$ cat src/rtl/decode_issue_pkg.sv
// rtl/decode_issue_pkg.sv - opcode, field and register-file constants for decode_issue
//
// Shared by decode_issue and decode_issue_regfile.
// Holds opcode encodings, instruction-word field positions,
// register count/width constants and per-opcode lookup functions.

package decode_issue_pkg;

    localparam int XLEN   = 32;
    localparam int NREGS  = 32;
    localparam int RIDX_W = 5;

    // Instruction word field positions
    localparam int OPC_HI = 31;
    localparam int OPC_LO = 24;
    localparam int RD_HI  = 23;
    localparam int RD_LO  = 19;
    localparam int RA_HI  = 18;
    localparam int RA_LO  = 14;
    localparam int RB_HI  = 13;
    localparam int RB_LO  = 9;
    localparam int OFF_HI = 13;
    localparam int OFF_LO = 0;
    localparam int OFF_W  = 14;

    localparam logic [7:0] OP_ADD      = 8'h00;
    localparam logic [7:0] OP_SUB      = 8'h01;
    localparam logic [7:0] OP_MUL      = 8'h02;
    localparam logic [7:0] OP_LDB      = 8'h10;
    localparam logic [7:0] OP_LDW      = 8'h11;
    localparam logic [7:0] OP_STB      = 8'h12;
    localparam logic [7:0] OP_STW      = 8'h13;
    localparam logic [7:0] OP_MOV      = 8'h14;
    localparam logic [7:0] OP_BEQ      = 8'h30;
    localparam logic [7:0] OP_JUMP     = 8'h31;
    localparam logic [7:0] OP_TLBWRITE = 8'h32;
    localparam logic [7:0] OP_IRET     = 8'h33;

    // Number of extra ALU cycles a mul occupies after its handshake
    localparam logic [1:0] MUL_HOLD = 2'd2;

    // Source of the second ALU operand
    typedef enum logic [1:0] {
        SRC2_REG  = 2'd0,
        SRC2_IMM  = 2'd1,
        SRC2_ZERO = 2'd2
    } src2_e;

    function automatic logic op_wb_en(input logic [7:0] op);
        case (op)
            OP_ADD, OP_SUB, OP_MUL, OP_LDB, OP_LDW, OP_MOV: op_wb_en = 1'b1;
            default:                                         op_wb_en = 1'b0;
        endcase
    endfunction

    function automatic logic op_legal(input logic [7:0] op);
        case (op)
            OP_ADD, OP_SUB, OP_MUL, OP_LDB, OP_LDW, OP_STB, OP_STW, OP_MOV,
            OP_BEQ, OP_JUMP, OP_TLBWRITE, OP_IRET: op_legal = 1'b1;
            default:                               op_legal = 1'b0;
        endcase
    endfunction

    function automatic src2_e op_src2(input logic [7:0] op);
        case (op)
            OP_LDB, OP_LDW, OP_STB, OP_STW, OP_JUMP: op_src2 = SRC2_IMM;
            OP_MOV:                                  op_src2 = SRC2_ZERO;
            default:                                 op_src2 = SRC2_REG;
        endcase
    endfunction

endpackage

$ cat src/rtl/decode_issue_regfile.sv
// rtl/decode_issue_regfile.sv - 32x32 register file, 3 read ports, 1 write port with bypass
//
// Ports:
//   clk, rst_n             clock, asynchronous active-low reset (clears all registers)
//   wr_en, wr_idx, wr_data write port; writes to index 0 are ignored
//   rd_idx0..2             combinational read addresses
//   rd_data0..2            read data; index 0 reads 0, same-cycle write is bypassed

module decode_issue_regfile
    import decode_issue_pkg::*;
(
    input  logic              clk,
    input  logic              rst_n,
    input  logic              wr_en,
    input  logic [RIDX_W-1:0] wr_idx,
    input  logic [XLEN-1:0]   wr_data,
    input  logic [RIDX_W-1:0] rd_idx0,
    input  logic [RIDX_W-1:0] rd_idx1,
    input  logic [RIDX_W-1:0] rd_idx2,
    output logic [XLEN-1:0]   rd_data0,
    output logic [XLEN-1:0]   rd_data1,
    output logic [XLEN-1:0]   rd_data2
);

    logic [XLEN-1:0] mem [NREGS];

    always_ff @(posedge clk or negedge rst_n) begin
        if (!rst_n) begin
            for (int i = 0; i < NREGS; i++) begin
                mem[i] <= '0;
            end
        end else if (wr_en && (wr_idx != '0)) begin
            mem[wr_idx] <= wr_data;
        end
    end

    function automatic logic [XLEN-1:0] read_port(input logic [RIDX_W-1:0] idx);
        if (idx == '0) begin
            read_port = '0;
        end else if (wr_en && (wr_idx == idx)) begin
            read_port = wr_data;
        end else begin
            read_port = mem[idx];
        end
    endfunction

    assign rd_data0 = read_port(rd_idx0);
    assign rd_data1 = read_port(rd_idx1);
    assign rd_data2 = read_port(rd_idx2);

endmodule

$ cat src/rtl/decode_issue.sv
// rtl/decode_issue.sv - instruction decode and single-entry issue register toward the ALU
//
// Ports:
//   clk, rst_n                        clock, asynchronous active-low reset
//   in_valid_i, in_instr_i, in_ready_o instruction input handshake
//   flush_i                           drop the held, unissued bundle
//   out_valid_o, out_ready_i          issue bundle handshake
//   instr_o, val1_o, val2_o           ALU opcode and operands
//   store_data_o, rd_o, wb_en_o       R[rd], destination index, writeback enable
//   wb_valid_i, wb_idx_i, wb_data_i   register-file write port
//   illegal_o                         one-cycle pulse when an undefined opcode is dropped

module decode_issue
    import decode_issue_pkg::*;
(
    input  logic              clk,
    input  logic              rst_n,
    input  logic              in_valid_i,
    input  logic [31:0]       in_instr_i,
    output logic              in_ready_o,
    input  logic              flush_i,
    output logic              out_valid_o,
    input  logic              out_ready_i,
    output logic [7:0]        instr_o,
    output logic [XLEN-1:0]   val1_o,
    output logic [XLEN-1:0]   val2_o,
    output logic [XLEN-1:0]   store_data_o,
    output logic [RIDX_W-1:0] rd_o,
    output logic              wb_en_o,
    input  logic              wb_valid_i,
    input  logic [RIDX_W-1:0] wb_idx_i,
    input  logic [XLEN-1:0]   wb_data_i,
    output logic              illegal_o
);

    logic [7:0]        opc;
    logic [RIDX_W-1:0] f_rd, f_ra, f_rb;
    logic [OFF_W-1:0]  f_off;
    logic [XLEN-1:0]   ra_data, rb_data, rd_data;
    logic [XLEN-1:0]   next_val2;

    logic [1:0]        hold_cnt;
    logic              vld_q;
    logic              busy;
    logic              accept;
    logic              handshake;

    assign opc   = in_instr_i[OPC_HI:OPC_LO];
    assign f_rd  = in_instr_i[RD_HI:RD_LO];
    assign f_ra  = in_instr_i[RA_HI:RA_LO];
    assign f_rb  = in_instr_i[RB_HI:RB_LO];
    assign f_off = in_instr_i[OFF_HI:OFF_LO];

    decode_issue_regfile u_regfile (
        .clk      (clk),
        .rst_n    (rst_n),
        .wr_en    (wb_valid_i),
        .wr_idx   (wb_idx_i),
        .wr_data  (wb_data_i),
        .rd_idx0  (f_ra),
        .rd_idx1  (f_rb),
        .rd_idx2  (f_rd),
        .rd_data0 (ra_data),
        .rd_data1 (rb_data),
        .rd_data2 (rd_data)
    );

    always_comb begin
        next_val2 = rb_data;
        case (op_src2(opc))
            SRC2_IMM:  next_val2 = {{(XLEN-OFF_W){f_off[OFF_W-1]}}, f_off};
            SRC2_ZERO: next_val2 = '0;
            default:   next_val2 = rb_data;
        endcase
    end

    // A bundle loaded during a mul hold stays hidden until the hold expires,
    // so the instruction following a mul surfaces exactly after the mul's 3 ALU cycles.
    assign busy        = (hold_cnt != 2'd0);
    assign out_valid_o = vld_q && !busy;
    assign in_ready_o  = !busy && !flush_i && (!out_valid_o || out_ready_i);
    assign accept      = in_valid_i && in_ready_o;
    assign handshake   = out_valid_o && out_ready_i;

    always_ff @(posedge clk or negedge rst_n) begin
        if (!rst_n) begin
            hold_cnt     <= 2'd0;
            vld_q        <= 1'b0;
            illegal_o    <= 1'b0;
            instr_o      <= '0;
            val1_o       <= '0;
            val2_o       <= '0;
            store_data_o <= '0;
            rd_o         <= '0;
            wb_en_o      <= 1'b0;
        end else begin
            if (handshake && (instr_o == OP_MUL)) begin
                hold_cnt <= MUL_HOLD;
            end else if (busy) begin
                hold_cnt <= hold_cnt - 2'd1;
            end

            // in_ready_o is low under flush, so an illegal opcode cannot be
            // flagged in a flush cycle.
            illegal_o <= accept && !op_legal(opc);

            if (flush_i) begin
                vld_q <= 1'b0;
            end else if (accept) begin
                vld_q <= op_legal(opc);
                if (op_legal(opc)) begin
                    instr_o      <= opc;
                    val1_o       <= ra_data;
                    val2_o       <= next_val2;
                    store_data_o <= rd_data;
                    rd_o         <= f_rd;
                    wb_en_o      <= op_wb_en(opc);
                end
            end else if (handshake) begin
                vld_q <= 1'b0;
            end
        end
    end

endmodule
$ cat config.mk
export PLATFORM = sky130hd
export DESIGN_NAME = decode_issue
export DESIGN_NICKNAME = d
export VERILOG_FILES = /design/src/rtl/decode_issue_pkg.sv /design/src/rtl/decode_issue_regfile.sv /design/src/rtl/decode_issue.sv
export SDC_FILE = /design/constraint.sdc
export NUM_CORES = 2
export LEC_CHECK = 0
export BUFFER_PORTS_ARGS = -buffer_cell sky130_fd_sc_hd__buf_2
export CORE_UTILIZATION = 30
export CTS_CLUSTER_DIAMETER = 60
export DETAILED_ROUTE_END_ITERATION = 10
export PLACE_DENSITY = 0.55
export SETUP_SLACK_MARGIN = 0.15
export SYNTH_ARGS = -nofsm -noshare
export SYNTH_HDL_FRONTEND = slang
export SYNTH_SLANG_ARGS = --single-unit
$ cat constraint.sdc
create_clock -name clk -period 2.4 [get_ports clk]
set_input_delay 0.48 -clock clk [delete_from_list [all_inputs] [get_ports clk]]
set_output_delay 0.48 -clock clk [all_outputs]
set_load 0.03 [all_outputs]
==> impl_summary.log <==
INFO  metric worstRegToRegCells = 7
INFO  metric detail_route.first_pass.iterations = 5
INFO  metric total_nets_final = 5172
INFO  metric synth_area_leaders = dfrtp_1, mux4_2, mux2_2
INFO  metric chipHeight = 477.2 µm
INFO  metric postRouteWirelength = 265300 µm
INFO  metric synth-seq-cells = 1138
INFO  metric r2r_slack = 0.24 ns
INFO  metric crit_path_start_kind = register
INFO  metric post_drt_antenna_nets = 0
INFO  metric clock.fmax = 427.3 MHz
INFO  metric via_count_of_the_first_global_routing_pass = 50002
INFO  metric ctsRootBufferMaster = clkbuf_16
INFO  metric synthesis.area = 67750 µm²
INFO  metric tritoncts_clock_tree = yes
INFO  metric synth_sequential_area_ratio = 0.4203
INFO  metric finalWeightedCongestion = 0.8972
INFO  metric postLayoutCellArea = 82300 µm²
INFO  metric netlist.top_cell.by_area = dfrtp_1
INFO  metric worstMarginPinSlew = 0.7760 ns
INFO  metric sequentialPowerShare = 0.412
INFO  metric setup_cp_type = register to output pin
INFO  metric cts_max_level = 4
INFO  metric fp.coreArea = 224700 µm²
INFO  metric drt_iter0_drc = roughly 5300
INFO  metric finalHoldViolations = 0
INFO  metric outcome = finished clean
INFO  metric area_delta_synth_final = 21.46%
INFO  metric detail_route.vias_per_cell = 5.943
INFO  metric critical_path_peak_fanout = 4
INFO  metric clkLatencyLatePin = just over 0.8 ns
INFO  metric synth.cells.most_frequent = dfrtp_1, mux2_2, mux4_2
INFO  metric pin_count_of_the_biggest_net_entering_global_routing = 113
INFO  metric route.detailed.drc = 0
INFO  metric grt_first_pass_wirelength = roughly 380000 µm
INFO  metric synthesis.area_per_instance = ~14 µm²
INFO  metric max_cap_violations = 0
INFO  metric floorplan.initialDensity = 0.3016
INFO  metric cell_with_the_most_instances_after_synthesis = dfrtp_1
INFO  metric internal_power = 45800 µW
INFO  metric port-buffer-count = 187
INFO  metric clock_power_share = 0.346
INFO  metric syn-instance-count = 4735
INFO  metric cts-buffers-inserted = 141
INFO  metric multi_input_comb_area = 37090 µm²
INFO  metric via_count = 48745
INFO  metric top_level_ports = around 190
INFO  metric synth_edf_count = 0
INFO  metric timing.final.ws_setup = 0.05975 ns
INFO  metric vdd_drop_max = 0.4872 mV
INFO  metric synth-warning-count = 0
INFO  metric power.net_switching = a little over 20000 µW
INFO  metric net_count_of_the_mapped_netlist = slightly below 5000
INFO  metric post_route_cells_drive_above_1_share = 0.5423
INFO  metric worstSetupPathDepth = 5
INFO  metric crit_family = flip-flops
INFO  metric worstReg2RegStart = vld_q
INFO  metric ff_latch_area = 28480 µm²
INFO  metric detail_route.wl_per_cell = 32.35 µm
INFO  metric rsz0062_at_grt = yes
INFO  metric die_area = 227800 µm²
INFO  metric path_buf_inv = 3
INFO  metric cts.reportedPaths.clkPinSlew = 0.06 ns
INFO  metric max_stage_delay = between 0.3 and 0.4 ns
INFO  metric comb_power_share = 0.242
INFO  metric r2r-end = store_data_o[1]
INFO  metric crit_slowest_cell = dfrtp_1
INFO  metric dpl-instance-area = 77180 µm²
INFO  metric leakagePower = 0.03480 µW
INFO  metric crit_required = ~1.9 ns
INFO  metric max-clock-path-buffers = 3
INFO  metric timing.max_slew.rel_slack = 0.4827
INFO  metric synthFlopType = dfrtp_1
INFO  metric critical_path_arrival = between 1.5 and 2 ns
INFO  metric timing.final.setup_violations = 0
INFO  metric synth.top_cell.area_share = 0.4203
INFO  metric detailedPlacementHpwl = 178400 µm
INFO  metric grt_antenna_before_repair = 11
INFO  metric finalClockSkew = 0.03963 ns
INFO  metric worstSetupEndpointType = output pin
INFO  metric list_of_cells_traversed_by_the_critical_path = inv_1 -> ha_2 -> buf_6 -> nor3b_2 -> buf_4
INFO  metric fin_crit_sh = 0.9751
INFO  metric numClockSinks = 1138
INFO  metric timing.hold.worst.start = in_instr_i[28]
INFO  metric crit_path_launch = hold_cnt[0]
INFO  metric finalCriticalPeriod = 2.340 ns
INFO  metric netlist-cell-type-count = 61
INFO  metric place_ws = -0.5450 ns
INFO  metric die_x = between 400 and 500 µm
INFO  metric critical_path.endpoint = in_ready_o
INFO  metric grt-ovfl-total = 0
INFO  metric async_flop_share = 1.000
INFO  metric switching_share = 0.3055
INFO  metric fp-row-count = 174
INFO  metric min_path_type = input pin to register
INFO  metric num-fill-cells = approximately 21000
INFO  metric p_per_area = about 800 nW/µm²
INFO  metric slew_viol_final = 0
INFO  metric total_routing_resource_utilization_after_global_routing = 0.2313
logic make-up after synthesis:
family,after synthesis,share of synthesized area
compound gates,534,0.05239
buf+inv,557,0.03778
fa+ha+maj,2,0.0003693
flops,1138,0.4203
simple gates,482,0.03464
xor+xnor,16,0.002068
mux,2006,0.4524
cells in the final DEF, fill, tap and decap left out, drive strengths merged, types with 16 or more instances in the layout:
cell    count
o221ai     31
mux4      744
nor2b      81
a21oi     147
o22ai      62
buf       763
a221o      19
a211oi     88
nand2b     26
nor2      128
bufinv     16
nand4      18
nand2     113
o31ai      41
clkbuf    193
nand3      49
mux2     1013
o21ai      64
a22oi      32
nor3       38
inv        17
clkinv     24
mux2i     249
dfrtp    1138
cell type report:
cell class | count | area share
multi-input combinational | 3040 | 0.4507
sequential | 1138 | 0.3460
timing repair buffer | 769 | 0.09729
clock buffer | 193 | 0.04967
tap | 2992 | 0.04549
clock inverter | 57 | 0.01034
antenna | 8 | 0.0002433
inverter | 5 | 0.0002281
power by group through the flow:
| stage | Sequential, µW | Clock, µW | Combinational, µW |
|---|---|---|---|
| 4_1_cts | 27000 | 23200 | 16000 |
| 5_1_grt | 27600 | 24000 | 17000 |
| 6_report | 27200 | 22800 | 16000 |
| 3_5_place_dp | 27300 | 0 | 15900 |
| 2_1_floorplan | 26400 | 0 | 10700 |
| 3_3_place_gp | 27200 | 0 | 15700 |
how the worst min path moves through the flow:
stage,end,slack (ns),cells after the start
after CTS,instr_o[4],0.009,4
after global placement,u_regfile.mem[582],0.37,1
after global routing,instr_o[4],0.06,4
final,instr_o[4],0.06,4
after floorplan,hold_cnt[0],0.18,0
after detailed placement,u_regfile.mem[518],0.37,1
metal layers:
| layer | part of all wire | track usage | wire length (µm) |
|---|---|---|---|
| met5 | 0.000049 | 0 | 13 |
| met4 | 0.050 | 0.1060 | 13360 |
| met3 | 0.084 | 0.05554 | 22340 |
| met2 | 0.46 | 0.3564 | 121900 |
| met1 | 0.41 | 0.3070 | 107700 |
what timing repair did:
| action | CTS | global route |
|---|---|---|
| cloned | 0 | 0 |
| setup endpoints to repair | 21 | 26 |
| endpoints found under the hold margin | 202 | 0 |
| buffers inserted | 2 | 1 |
| resized for setup | 10 | 10 |
| hold buffers | 6 | 0 |
| pin swaps | 2 | 2 |
flip-flops by register name, indices dropped and copies added, names as in the netlist:
register and count:
u_regfile.mem 1024, instr_o 8, store_data_o 32, vld_q 1, hold_cnt 2, rd_o 5, val1_o 32, wb_en_o 1
val2_o 32, illegal_o 1
through the flow:
step | util | power [µW] | instances | TNS [ns] | hold WS [ns]
2_1_floorplan | - | 37090 | 4735 | 0 | 0.1844
3_3_place_gp | 0.3435 | 42850 | 7935 | -32.72 | 0.3687
3_5_place_dp | 0.3435 | 43230 | 7935 | -36.91 | 0.3661
4_1_cts | 0.3660 | 66170 | 8193 | 0 | 0.008905
5_1_grt | 0.3663 | 68600 | 8199 | -0.02624 | 0.05691
6_report | 0.3663 | 65940 | 8202 | 0 | 0.05633
worst register-to-register path, stage by stage, from the launching register on:
cell      delay (ns)
dfrtp_1         0.39
nor2b_1         0.16
and4bb_2        0.36
o211ai_4        0.17
or3_4           0.46
buf_12          0.20
nor3_2          0.22
a221o_1         0.12
Note: power is estimated with default switching activity, not from simulation.
